### config.mk
export PLATFORM = sky130hd
export DESIGN_NAME = regn_wr_arbiter
export DESIGN_NICKNAME = d
export VERILOG_FILES = /design/src/rtl/regn_wr_arbiter.sv
export SDC_FILE = /design/constraint.sdc
export NUM_CORES = 1
export LEC_CHECK = 0
export CORE_MARGIN = 2
export CORE_UTILIZATION = 39
export CTS_CLUSTER_DIAMETER = 150
export DETAILED_ROUTE_END_ITERATION = 12
export GPL_ROUTABILITY_DRIVEN = 1
export GPL_TIMING_DRIVEN = 0
export PLACE_DENSITY = 0.79
export RECOVER_POWER = 25
export SYNTH_ARGS = -nofsm -noshare
export SYNTH_HDL_FRONTEND = slang
export SYNTH_SLANG_ARGS = --single-unit
### constraint.sdc
create_clock -name clk -period 2.2 [get_ports clk]
set_clock_uncertainty 0.15 [all_clocks]
set_input_delay 0.66 -clock clk [delete_from_list [all_inputs] [get_ports clk]]
set_output_delay 0.66 -clock clk [all_outputs]
set_load 0.02 [all_outputs]
### src/rtl/regn_wr_arbiter.sv
// Round-robin write arbiter for one shared N-bit register: one write cycle per grant,
// always followed by a recovery cycle, with a registered grant/data/owner/count interface.
module regn_wr_arbiter #(
  parameter int N = 8
) (
  input  logic           clk,
  input  logic           rst,
  input  logic [3:0]     req,
  input  logic [4*N-1:0] req_data,
  output logic [3:0]     gnt,
  output logic           reg_wr,
  output logic [N-1:0]   reg_din,
  output logic [1:0]     owner,
  output logic [7:0]     wr_count
);

  typedef enum logic [1:0] {
    IDLE    = 2'd0,
    WRITE   = 2'd1,
    RECOVER = 2'd2
  } state_t;

  state_t       state_q, state_d;
  logic [1:0]   ptr_q, ptr_d;
  logic [3:0]   gnt_q, gnt_d;
  logic         reg_wr_q, reg_wr_d;
  logic [N-1:0] reg_din_q, reg_din_d;
  logic [1:0]   owner_q, owner_d;
  logic [7:0]   wr_count_q, wr_count_d;

  logic [1:0]   winner;
  logic [1:0]   cand;
  logic         found;

  // First requester at or after ptr (mod 4) wins.
  always_comb begin
    winner = ptr_q;
    cand   = '0;
    found  = 1'b0;
    for (int i = 0; i < 4; i++) begin
      cand = ptr_q + 2'(i);
      if (!found && req[cand]) begin
        winner = cand;
        found  = 1'b1;
      end
    end
  end

  always_comb begin
    state_d    = state_q;
    ptr_d      = ptr_q;
    gnt_d      = '0;
    reg_wr_d   = 1'b0;
    reg_din_d  = reg_din_q;
    owner_d    = owner_q;
    wr_count_d = wr_count_q;
    case (state_q)
      IDLE, RECOVER: begin
        if (|req) begin
          state_d    = WRITE;
          gnt_d      = 4'b0001 << winner;
          reg_wr_d   = 1'b1;
          reg_din_d  = req_data[int'(winner)*N +: N];
          ptr_d      = winner + 2'd1;
          owner_d    = winner;
          wr_count_d = wr_count_q + 8'd1;
        end else begin
          state_d = IDLE;
        end
      end
      WRITE:   state_d = RECOVER;
      default: state_d = IDLE;
    endcase
  end

  always_ff @(posedge clk) begin
    if (rst) begin
      state_q    <= IDLE;
      ptr_q      <= '0;
      gnt_q      <= '0;
      reg_wr_q   <= 1'b0;
      reg_din_q  <= '0;
      owner_q    <= '0;
      wr_count_q <= '0;
    end else begin
      state_q    <= state_d;
      ptr_q      <= ptr_d;
      gnt_q      <= gnt_d;
      reg_wr_q   <= reg_wr_d;
      reg_din_q  <= reg_din_d;
      owner_q    <= owner_d;
      wr_count_q <= wr_count_d;
    end
  end

  assign gnt      = gnt_q;
  assign reg_wr   = reg_wr_q;
  assign reg_din  = reg_din_q;
  assign owner    = owner_q;
  assign wr_count = wr_count_q;

endmodule

## After elaboration in Yosys (flattened, before gate mapping)

Index checks and enable logic that the tools add are counted.
W data, S select, Z words.

| cells by class | value |
|---|---|
| shift-type cells | 2 |
| equality and inequality tests | 2 |
| reduce and logical (&&, ||, !) cells | 12 |
| add/sub/neg operators | 5 |
| $lt $le $gt $ge | 4 |
| bitwise operators | 2 |
| multiplexer cells | 17 |

Operators by type and width:

| kind | count |
|---|---|
| $shiftx A32 B6 Y8 | 1 |
| $lt A2 B3 Y1 const B | 4 |
| $mux W1 | 9 |
| $add A8 B1 Y8 const B | 1 |
| $bmux W1 S2 | 4 |
| $mux W2 | 3 |
| $add A2 B1 Y2 const B | 2 |
| $add A2 B2 Y2 const B | 2 |
| $pmux W2 S2 | 1 |
| $reduce_or A2 Y1 | 2 |
| $reduce_or A4 Y1 | 1 |
| $shl A1 B2 Y4 const A | 1 |
| $logic_and A1 B1 Y1 | 3 |
| $logic_not A1 Y1 | 3 |
| $reduce_or A3 Y1 | 1 |
| $eq A2 B1 Y1 const B | 1 |
| $eq A2 B2 Y1 const B | 1 |
| $logic_not A2 Y1 | 1 |
| $not A1 Y1 | 2 |
| $reduce_and A2 Y1 | 1 |

| word-level totals | value |
|---|---|
| logic and storage cells | 51 |
| output and inout bits | 23 |
| input bits | 38 |
| flip-flop bits (word level) | 27 |

## Longest topological paths before layout

Gate-level depths: netlist of the first run.

| depth | value |
|---|---|
| depth in word-level cells | 13 |
| depth in mapped cells | 7 |
| gate-level depth less buffers | 5 |

## Least setup slack after synthesis of the first run

Ideal clock, no wire load.

| timing path | value |
|---|---|
| kind | input-to-reg |
| start point | in req[0] |
| end point | reg reg_din_q[0], in the netlist reg_din[0] |
| stages | 6 |
| path buffers | 1 |
| arrival | 1,760 ps |
| setup slack | 155 ps |
| setup time | 135 ps |
| required time | 1,915 ps |
| path through | or2b_1 -> nand2_1 -> a221oi_4 -> buf_8 -> mux2i_1 -> o221ai_1 |

| between the ends | value |
|---|---|
| longest elaborated chain between the ends | 13 |
| elaborated cells between the ends (all ways) | 23 |
| those cells by class | shift: 1; mux: 14; reduce/logical: 8 |

Ends and longest elaborated chain:

| element | RTL line | RTL |
|---|---|---|
| start: declaration | 8 | `input logic [3:0] req,` |
| $bmux W1 S2 | 42 | `if (!found && req[cand]) begin` |
| $mux W1 (implied by the code) | 42 |  |
| $mux W1 | 42 |  |
| $logic_not A1 Y1 | 42 |  |
| $logic_and A1 B1 Y1 | 42 |  |
| $mux W1 | 42 |  |
| $logic_not A1 Y1 | 42 |  |
| $logic_and A1 B1 Y1 | 42 |  |
| $mux W1 | 42 |  |
| $logic_not A1 Y1 | 42 |  |
| $logic_and A1 B1 Y1 | 42 |  |
| $mux W2 | 42 |  |
| $shiftx A32 B6 Y8 | 63 | `reg_din_d = req_data[int'(winner)*N +: N];` |
| end signal: assignment | 90 | `reg_din_q <= reg_din_d;` |
| end: declaration | 27 | `logic [N-1:0] reg_din_q, reg_din_d;` |

Several ways; a longest one is shown, not always the timed one. The select of a mux whose other input is x is not followed.
A chain may end at the register's enable or synchronous reset.

## Worst setup path after layout of the first run

| timing path | value |
|---|---|
| start point | in req[2] |
| end point | reg reg_din_q[4], in the netlist reg_din[4] |

Same word-level chain as after synthesis.

==> results of run 1 <==
## cell usage in the layout (no fill, tap or decap), types with 2 or more instances in the layout
master	netlist	final
sky130_fd_sc_hd__xnor2_1	3	3
sky130_fd_sc_hd__dlygate4sd2_1	0	3
sky130_fd_sc_hd__xor2_1	5	5
sky130_fd_sc_hd__nand4_1	2	2
sky130_fd_sc_hd__clkbuf_2	0	3
sky130_fd_sc_hd__clkdlybuf4s50_1	0	49
sky130_fd_sc_hd__inv_1	4	4
sky130_fd_sc_hd__mux2i_1	18	17
sky130_fd_sc_hd__clkbuf_1	2	7
sky130_fd_sc_hd__nand3_1	3	3
sky130_fd_sc_hd__a211oi_1	2	2
sky130_fd_sc_hd__nor2_1	17	16
sky130_fd_sc_hd__nand2b_1	2	2
sky130_fd_sc_hd__a21oi_1	3	2
sky130_fd_sc_hd__nand2_1	13	13
sky130_fd_sc_hd__dfxtp_1	26	26
sky130_fd_sc_hd__buf_4	1	5
sky130_fd_sc_hd__o221ai_1	8	8
sky130_fd_sc_hd__nor3_1	4	4
sky130_fd_sc_hd__buf_6	1	3
sky130_fd_sc_hd__clkbuf_4	0	3
## routing by layer
layer	wire length [um]	track usage, %	vias to the layer above	share of wire, %
met5	0	0	-	0
li1	-	-	590	-
met2	1898	34.69	26	55
met1	1464	24.19	542	42
met4	27	8.571	0	0.78
met3	63	2.183	2	1.8
## logic make-up after synthesis
family                   Yosys count
AO/OA/AOI/OAI                     19
adder cells (fa/ha/maj)            1
buffers and inverters             11
XOR/XNOR                           8
flip-flops                        26
AND/OR/NAND/NOR                   44
multiplexers                      18
## cells in the mapped netlist
cell type                  number  area (um^2)
sky130_fd_sc_hd__buf_8          1        15.01
sky130_fd_sc_hd__inv_1          4        15.01
sky130_fd_sc_hd__a31oi_1        1        6.260
sky130_fd_sc_hd__nor3_1         4        20.02
sky130_fd_sc_hd__nand3_1        3        15.01
sky130_fd_sc_hd__xnor2_1        3        26.28
sky130_fd_sc_hd__o21ai_0        1        5.000
sky130_fd_sc_hd__clkbuf_1       2        7.510
sky130_fd_sc_hd__and3_1         1        6.260
sky130_fd_sc_hd__buf_2          2        10.01
sky130_fd_sc_hd__xor2_1         5        43.79
sky130_fd_sc_hd__buf_6          1        11.26
sky130_fd_sc_hd__nand2_1       13        48.80
sky130_fd_sc_hd__nor2_1        17        63.81
sky130_fd_sc_hd__nand4_1        2        12.51
sky130_fd_sc_hd__nor4_1         1        6.260
sky130_fd_sc_hd__mux2i_1       18        180.2
sky130_fd_sc_hd__nand2b_1       2        12.51
sky130_fd_sc_hd__or2b_1         1        7.510
sky130_fd_sc_hd__a211oi_1       2        15.01
sky130_fd_sc_hd__buf_4          1        7.510
sky130_fd_sc_hd__dfxtp_1       26        520.5
sky130_fd_sc_hd__a21bo_1        1        10.01
sky130_fd_sc_hd__o221ai_1       8        70.07
sky130_fd_sc_hd__a221oi_4       1        26.28
sky130_fd_sc_hd__o22ai_1        1        6.260
sky130_fd_sc_hd__a21oi_1        3        15.01
sky130_fd_sc_hd__ha_1           1        12.51
sky130_fd_sc_hd__a22o_1         1        8.760
## stage by stage
step	power, uW	util, %	area [um^2]	hold slack, ns
6_report	1295	64.08	1924	0.3332
5_1_grt	1359	64.08	1924	0.3610
4_1_cts	1295	64.92	1949	0.3326
3_5_place_dp	1009	61.17	1837	0.3002
3_3_place_gp	993.7	61.17	1837	0.2917
2_1_floorplan	811.3	-	1205	0.3210
## tightest hold or removal path: cells and delay by family (launching register included)
kind,cells,cell delay [ns]
AO/OA/AOI/OAI,1,0.06
flip-flops,1,0.35
AND/OR/NAND/NOR,1,0.05
## layout make-up
type | instances | area [um^2]
fill | 249 | 1079
buffer | 7 | 51.30
timing repair buffer | 66 | 625.6
clock buffer | 4 | 36.28
sequential | 26 | 520.5
multi-input combinational | 90 | 634.4
tap | 33 | 41.29
inverter | 4 | 15.01
## worst max path at each step
| stage | endpoint | slack, ns | from |
|---|---|---|---|
| after floorplan | reg_din[0]$_SDFFE_PP0N_ | 0.16 | req[0] |
| after global placement | reg_din[7]$_SDFFE_PP0N_ | -0.69 | req[0] |
| after detailed placement | reg_din[1]$_SDFFE_PP0N_ | -0.77 | req[0] |
| after CTS | wr_count[3] | 0.001 | wr_count[3]$_SDFFE_PP0N_ |
| after global routing | wr_count[6] | 0.007 | wr_count[6]$_SDFFE_PP0N_ |
| final | reg_din[4]$_SDFFE_PP0N_ | 0.05 | req[2] |
## power groups by stage
stage | Combinational, uW | Clock (uW) | Sequential (uW)
2_1_floorplan | 201 | 0 | 610
3_3_place_gp | 436 | 0 | 558
3_5_place_dp | 448 | 0 | 561
4_1_cts | 501 | 244 | 550
5_1_grt | 535 | 267 | 557
6_report | 503 | 241 | 550
## registers in the layout (all words and copies together) (netlist names)
register	cells
ptr_q	2
reg_din	8
owner	2
state_q	1
wr_count	8
gnt	4
reg_wr	1
## timing repair
action,4_1_cts,5_1_grt
gates cloned,1,0
gates resized for setup,8,13
endpoints found under the setup margin,25,12
buffers inserted,5,1
hold buffers,0,0
pin swaps,1,1
==> Flow_metrics.wiki, run 1 <==
{| class="wikitable"
! Metric !! Value
|-
| Outcome || finished clean
|-
| Starting Density || 40.13%
|-
| Number of buffers and inverters on the critical path || 3
|-
| DPL Wire Length || 2661 um
|-
| Final critical-path share of the clock period || around 100%
|-
| Layout cell share with drive strength beyond 1 || 11.68%
|-
| Cell Rows || 20
|-
| Number of global-route vias before repair || around 1200
|-
| Peak supply drop || 0.0002839 V
|-
| Kind of cell with the highest combined delay on the critical path || buffers and inverters
|-
| Weighted congestion at the end of routability-driven global placement || 0.7433
|-
| Y dimension of the die || 59.59 um
|-
| Post-DR vias/cell || 5.043
|-
| CTS tree || built
|-
| Total clock buffers created by CTS || 3
|-
| Mux share of post-synthesis cell area || 14.95%
|-
| Max Slew Vio Count || 0
|-
| Logic gate share of total power || 38.9%
|-
| Flop2flop setup slack || 0.26 ns
|-
| Endpoint arrival time on the critical path || approximately 2.2 ns
|-
| Worst hold path class || reg -> reg
|-
| Count of yosys warnings during synthesis || 0
|-
| Cell count of the worst reg-to-reg path || 7
|-
| Area growth, synth to finish || 59.71%
|-
| Transition at the pin with the smallest max-transition slack || 0.4774 ns
|-
| Clock network fraction of total power || 18.6%
|-
| CP max-delay cell || sky130_fd_sc_hd__a221oi_4
|-
| Syn avg cell area || 9.487 um^2
|-
| Wire length of the first global-routing pass || about 5300 um
|-
| Logic depth of the worst path, buffers included || 8
|-
| Setup crit start kind || input port
|-
| Net switching share of the total power || between 30% and 40%
|-
| Die area || around 3600 um^2
|-
| Post-synthesis instance area || 1205 um^2
|-
| Horizontal die dimension || just under 60 um
|-
| Internal power consumption || 897.8 uW
|-
| Pin count of the biggest net entering global routing || 15
|-
| Crit-path max FO || 7
|-
| Register bit total from synthesis || 26
|-
| Crit path kind || in -> reg
|-
| Dpl cells || 219
|-
| XOR/XNOR share of the synthesized area || under 10%
|-
| Synth Instances || 127
|-
| Unrepaired setup endpoints after global routing || false
|-
| Routed Wire Length || between 3000 and 4000 um
|-
| Number of library cell types mapped by synthesis || 29
|-
| I/O Pins || 61
|-
| Max stage delay on crit path || 0.36 ns
|-
| Number of diodes added for antenna fixing || 0
|-
| Post-synthesis share of cell area spent on full adders, half adders and majority gates || 1.038%
|-
| Count of placed standard cells in the final layout, fillers left out || 230
|-
| GRT Overall Usage || 19.76%
|-
| Psw || 396.9 uW
|-
| Flop pwr share || 42.5%
|-
| Setup-violating endpoint count in the final report || 0
|-
| Static leakage || about 0.00079 uW
|-
| Share of the yosys chip area belonging to registers || 43.20%
|-
| Quantity of I/O buffers inserted on ports || approximately 60
|-
| Simple-gate portion of the synthesized area || between 10% and 20%
|-
| Power density over the cells || 672.8 nW/um^2
|-
| Clock-pin slew reported for the worst setup and hold paths after clock tree synthesis || ~0.14 ns
|-
| Routed len/inst || 15.02 um
|-
| Share of the synthesized area in compound gates (AO/OA/AOI/OAI) || about 13%
|-
| Detailed router's first-iteration violation count || 51
|-
| Root buffer cell || sky130_fd_sc_hd__clkbuf_4
|-
| Dominant combinational cell family by area after synthesis || simple AND/OR/NAND/NOR gates
|-
| Via count || 1160
|-
| Min-delay src || reg_din[7]$_SDFFE_PP0N_
|-
| Post-layout min period || 2.145 ns
|-
| Relative slew slack || about two thirds
|-
| Critical Path Sink Type || flip-flop
|-
| Critical R2R Capture || reg_din[4]$_SDFFE_PP0N_
|-
| Placeable core region || around 3000 um^2
|-
| Clk Latency, worst-skew pair || ~0.32 ns
|-
| Pre-Repair DR Iteration Count || 4
|-
| Post-layout net count || 237
|-
| Post-route DRC || 0
|-
| Final worst slack || 0.05476 ns
|-
| Placement Setup Slack || -0.7733 ns
|-
| Count of maximum capacitance violations || 0
|-
| Number of H-tree branching levels || 1
|-
| Remaining global-route overflow || 0
|-
| Max Buffers Root-to-Sink || 2
|-
| Synthesized Nets || 166
|-
| Antenna violations before repair || 0
|-
| Count of antenna-violating nets left after detailed routing || 0
|-
| Hold-critical path depth || 2
|-
| Data required time at the worst endpoint || 2.25 ns
|-
| Endpoint of the worst hold-timing path || reg_din[7]$_SDFFE_PP0N_
|-
| Worst-path cell chain || dlygate4sd2_1, nand2b_1, nand2_1, a221oi_4, buf_4, buf_6, mux2i_1, o221ai_1
|-
| Highest Clock Rate || 466.1 MHz
|-
| Total clock sinks || 26
|-
| Reg-to-Reg Start || ptr_q[0]$_SDFFE_PP0N_
|-
| Final count of hold timing violations || 0
|-
| Aggregate negative setup slack || 0 ns
|}
No activity file was read; power rests on OpenSTA's default activity.
==> run 2, diff against run 1 <==
GPL_TIMING_DRIVEN = unset   (was 0)
==> Flow_metrics.wiki, run 2 (synthesized netlist as in run 1, its figures left out) <==
{| class="wikitable"
! Metric !! Value
|-
| Outcome || finished clean
|-
| Wire length of the first global-routing pass || ~5100 um
|-
| Relative slew slack || between 60 and 70%
|-
| Multi-input logic area || 645.6 um^2
|-
| Area of all placed cells without fillers || 1974 um^2
|-
| Detailed router's first-iteration violation count || 38
|-
| Peak supply drop || 0.0003202 V
|-
| Die area || 3550 um^2
|-
| Total clock sinks || 26
|-
| Max Buffers Root-to-Sink || 2
|-
| Commonest non-fill, non-tap cell in the layout || sky130_fd_sc_hd__clkdlybuf4s50_1
|-
| Via count || between 1000 and 1500
|-
| Area growth, synth to finish || 63.86%
|-
| Kind of cell with the highest combined delay on the critical path || buffers and inverters
|-
| Hold buffer count at cts || 0
|-
| Reg-to-Reg Start || ptr_q[1]$_SDFFE_PP0N_
|-
| Static leakage || 0.0008025 uW
|-
| Combined flip-flop and latch cell area || about 520 um^2
|-
| Weighted congestion at the end of routability-driven global placement || 0.7755
|-
| Starting Density || between 40% and 50%
|-
| Endpoint arrival time on the critical path || 1.34 ns
|-
| Cell count of the worst reg-to-reg path || 7
|-
| GRT Overall Usage || approximately a fifth
|-
| Data required time at the worst endpoint || about 1.4 ns
|-
| I/O Pins || 61
|-
| Area post-placement || 1906 um^2
|-
| Remaining global-route overflow || 0
|-
| CP max-delay cell || sky130_fd_sc_hd__clkdlybuf4s50_1
|-
| Highest-count cells in the layout ignoring fill and taps || sky130_fd_sc_hd__clkdlybuf4s50_1, sky130_fd_sc_hd__dfxtp_1, sky130_fd_sc_hd__nor2_1, sky130_fd_sc_hd__mux2i_1, sky130_fd_sc_hd__nand2_1
|-
| Number of buffers and inverters on the critical path || 1
|-
| Worst hold path class || reg -> reg
|-
| Post-layout net count || 240
|-
| Cell Rows || 20
|-
| Power density over the cells || 651.9 nW/um^2
|-
| Critical Path Sink Type || output port
|-
| Critical R2R Capture || reg_din[1]$_SDFFE_PP0N_
|-
| Max stage delay on crit path || 0.63 ns
|-
| Transition at the pin with the smallest max-transition slack || 0.5813 ns
|-
| Worst-path cell chain || clkdlybuf4s50_1
|-
| Count of maximum capacitance violations || 0
|-
| Hold slack || 0.3382 ns
|-
| Post-route DRC || 0
|-
| Max Slew Vio Count || 0
|-
| CTS tree || built
|-
| Number of diodes added for antenna fixing || 0
|-
| Routed Wire Length || 3397 um
|-
| Endpoint of the worst hold-timing path || reg_din[5]$_SDFFE_PP0N_
|-
| Flop2flop setup slack || 0.24 ns
|-
| Final count of hold timing violations || 0
|-
| Quantity of I/O buffers inserted on ports || 60
|-
| Placeable core region || 3003 um^2
|-
| Post-DR vias/cell || 5.082
|-
| Pre-Repair DR Iteration Count || 4
|-
| Number of H-tree branching levels || 1
|-
| Pin count of the biggest net entering global routing || 15
|-
| Root buffer cell || sky130_fd_sc_hd__clkbuf_4
|-
| Final critical-path share of the clock period || 97.74%
|-
| Unrepaired setup endpoints after global routing || true
|-
| Setup crit start kind || flip-flop
|-
| Clk Latency, worst-skew pair || 0.31 ns
|-
| Post-layout min period || 2.150 ns
|-
| Number of global-route vias before repair || between 1000 and 1500
|-
| Hold-critical path depth || 2
|-
| # fillers || 246
|-
| Y dimension of the die || 59.59 um
|-
| Crit path kind || reg -> out
|-
| Count of antenna-violating nets left after detailed routing || 0
|-
| Antenna violations before repair || 0
|-
| Horizontal die dimension || ~60 um
|-
| Layout cell share with drive strength beyond 1 || 11.50%
|-
| Crit-path max FO || 3
|-
| DPL Wire Length || 2651 um
|-
| Min-delay src || reg_din[5]$_SDFFE_PP0N_
|-
| Highest Clock Rate || 465.1 MHz
|-
| Setup-violating endpoint count in the final report || 0
|-
| Routed len/inst || around 15 um
|-
| Total clock buffers created by CTS || 3
|-
| Clock-pin slew reported for the worst setup and hold paths after clock tree synthesis || 0.14 ns
|}
==> run 2: cell types whose count changed in the layout (fill, tap and decap cells not counted), sizes merged <==
cell	delta
clkdlybuf4s50	+3
bufbuf	+1
dlygate4sd2	+2
clkbuf	-2
buf	-1
==> run 2: metrics by stage <==
step	setup WS (ns)	total power, uW	setup TNS [ns]	utilization, %	std cells
5_1_grt	-0.001725	1346	-0.001725	65.75	233
3_5_place_dp	-0.4613	1022	-6.879	63.46	226
4_1_cts	0.005193	1299	0	66.79	233
3_3_place_gp	-0.3817	1007	-5.389	63.46	226
6_report	0.04970	1287	0	65.75	233
2_1_floorplan	0.1552	811.3	0	-	127
==> run 2: power by group <==
| part | internal [uW] | switching [uW] | total [uW] |
|---|---|---|---|
| combinational | 277 | 214 | 492 |
| sequential | 522 | 37.7 | 559 |
| clock | 101 | 135 | 236 |
| total | 900 | 387 | 1290 |
==> run 2: timing repair <==
action | in CTS | in global routing
resized for setup | 10 | 5
setup buffers | 2 | 0
pin swaps | 4 | 0
gates cloned | 1 | 0
endpoints found under the setup margin | 10 | 7
==> run 2: worst max-delay path by stage <==
stage                             startpoint                       to  slack [ns]  cells after the start
floorplan                             req[0]  reg_din[0]$_SDFFE_PP0N_        0.16                      6
global placement                      req[0]  reg_din[6]$_SDFFE_PP0N_       -0.38                      7
detailed placement                    req[3]  reg_din[2]$_SDFFE_PP0N_       -0.46                      7
CTS                 wr_count[2]$_SDFFE_PP0N_              wr_count[2]       0.005                      1
global route                          req[0]  reg_din[2]$_SDFFE_PP0N_      -0.002                      8
finish              wr_count[6]$_SDFFE_PP0N_              wr_count[6]        0.05                      1
==> run 2: cell type report <==
| class | instances | area share, % |
|---|---|---|
| multi-input combinational | 90 | 32.70 |
| sequential | 26 | 26.36 |
| clock buffer | 4 | 1.838 |
| timing repair buffer | 76 | 36.25 |
| tap | 33 | 2.091 |
| inverter | 4 | 0.7605 |
==> run 2: routing by layer <==
metal | track usage, % | up-vias | routed length, um
li1 | - | 594 | -
met3 | 2.183 | 4 | 73
met5 | 0 | - | 0
met2 | 33.75 | 21 | 1850
met1 | 24.19 | 565 | 1434
met4 | 5.714 | 0 | 38
==> run 2: worst min-delay path, stage by stage, from the launching register on <==
cell and delay [ns]:
sky130_fd_sc_hd__dfxtp_1 0.36, sky130_fd_sc_hd__nand2_1 0.05, sky130_fd_sc_hd__o221ai_1 0.06
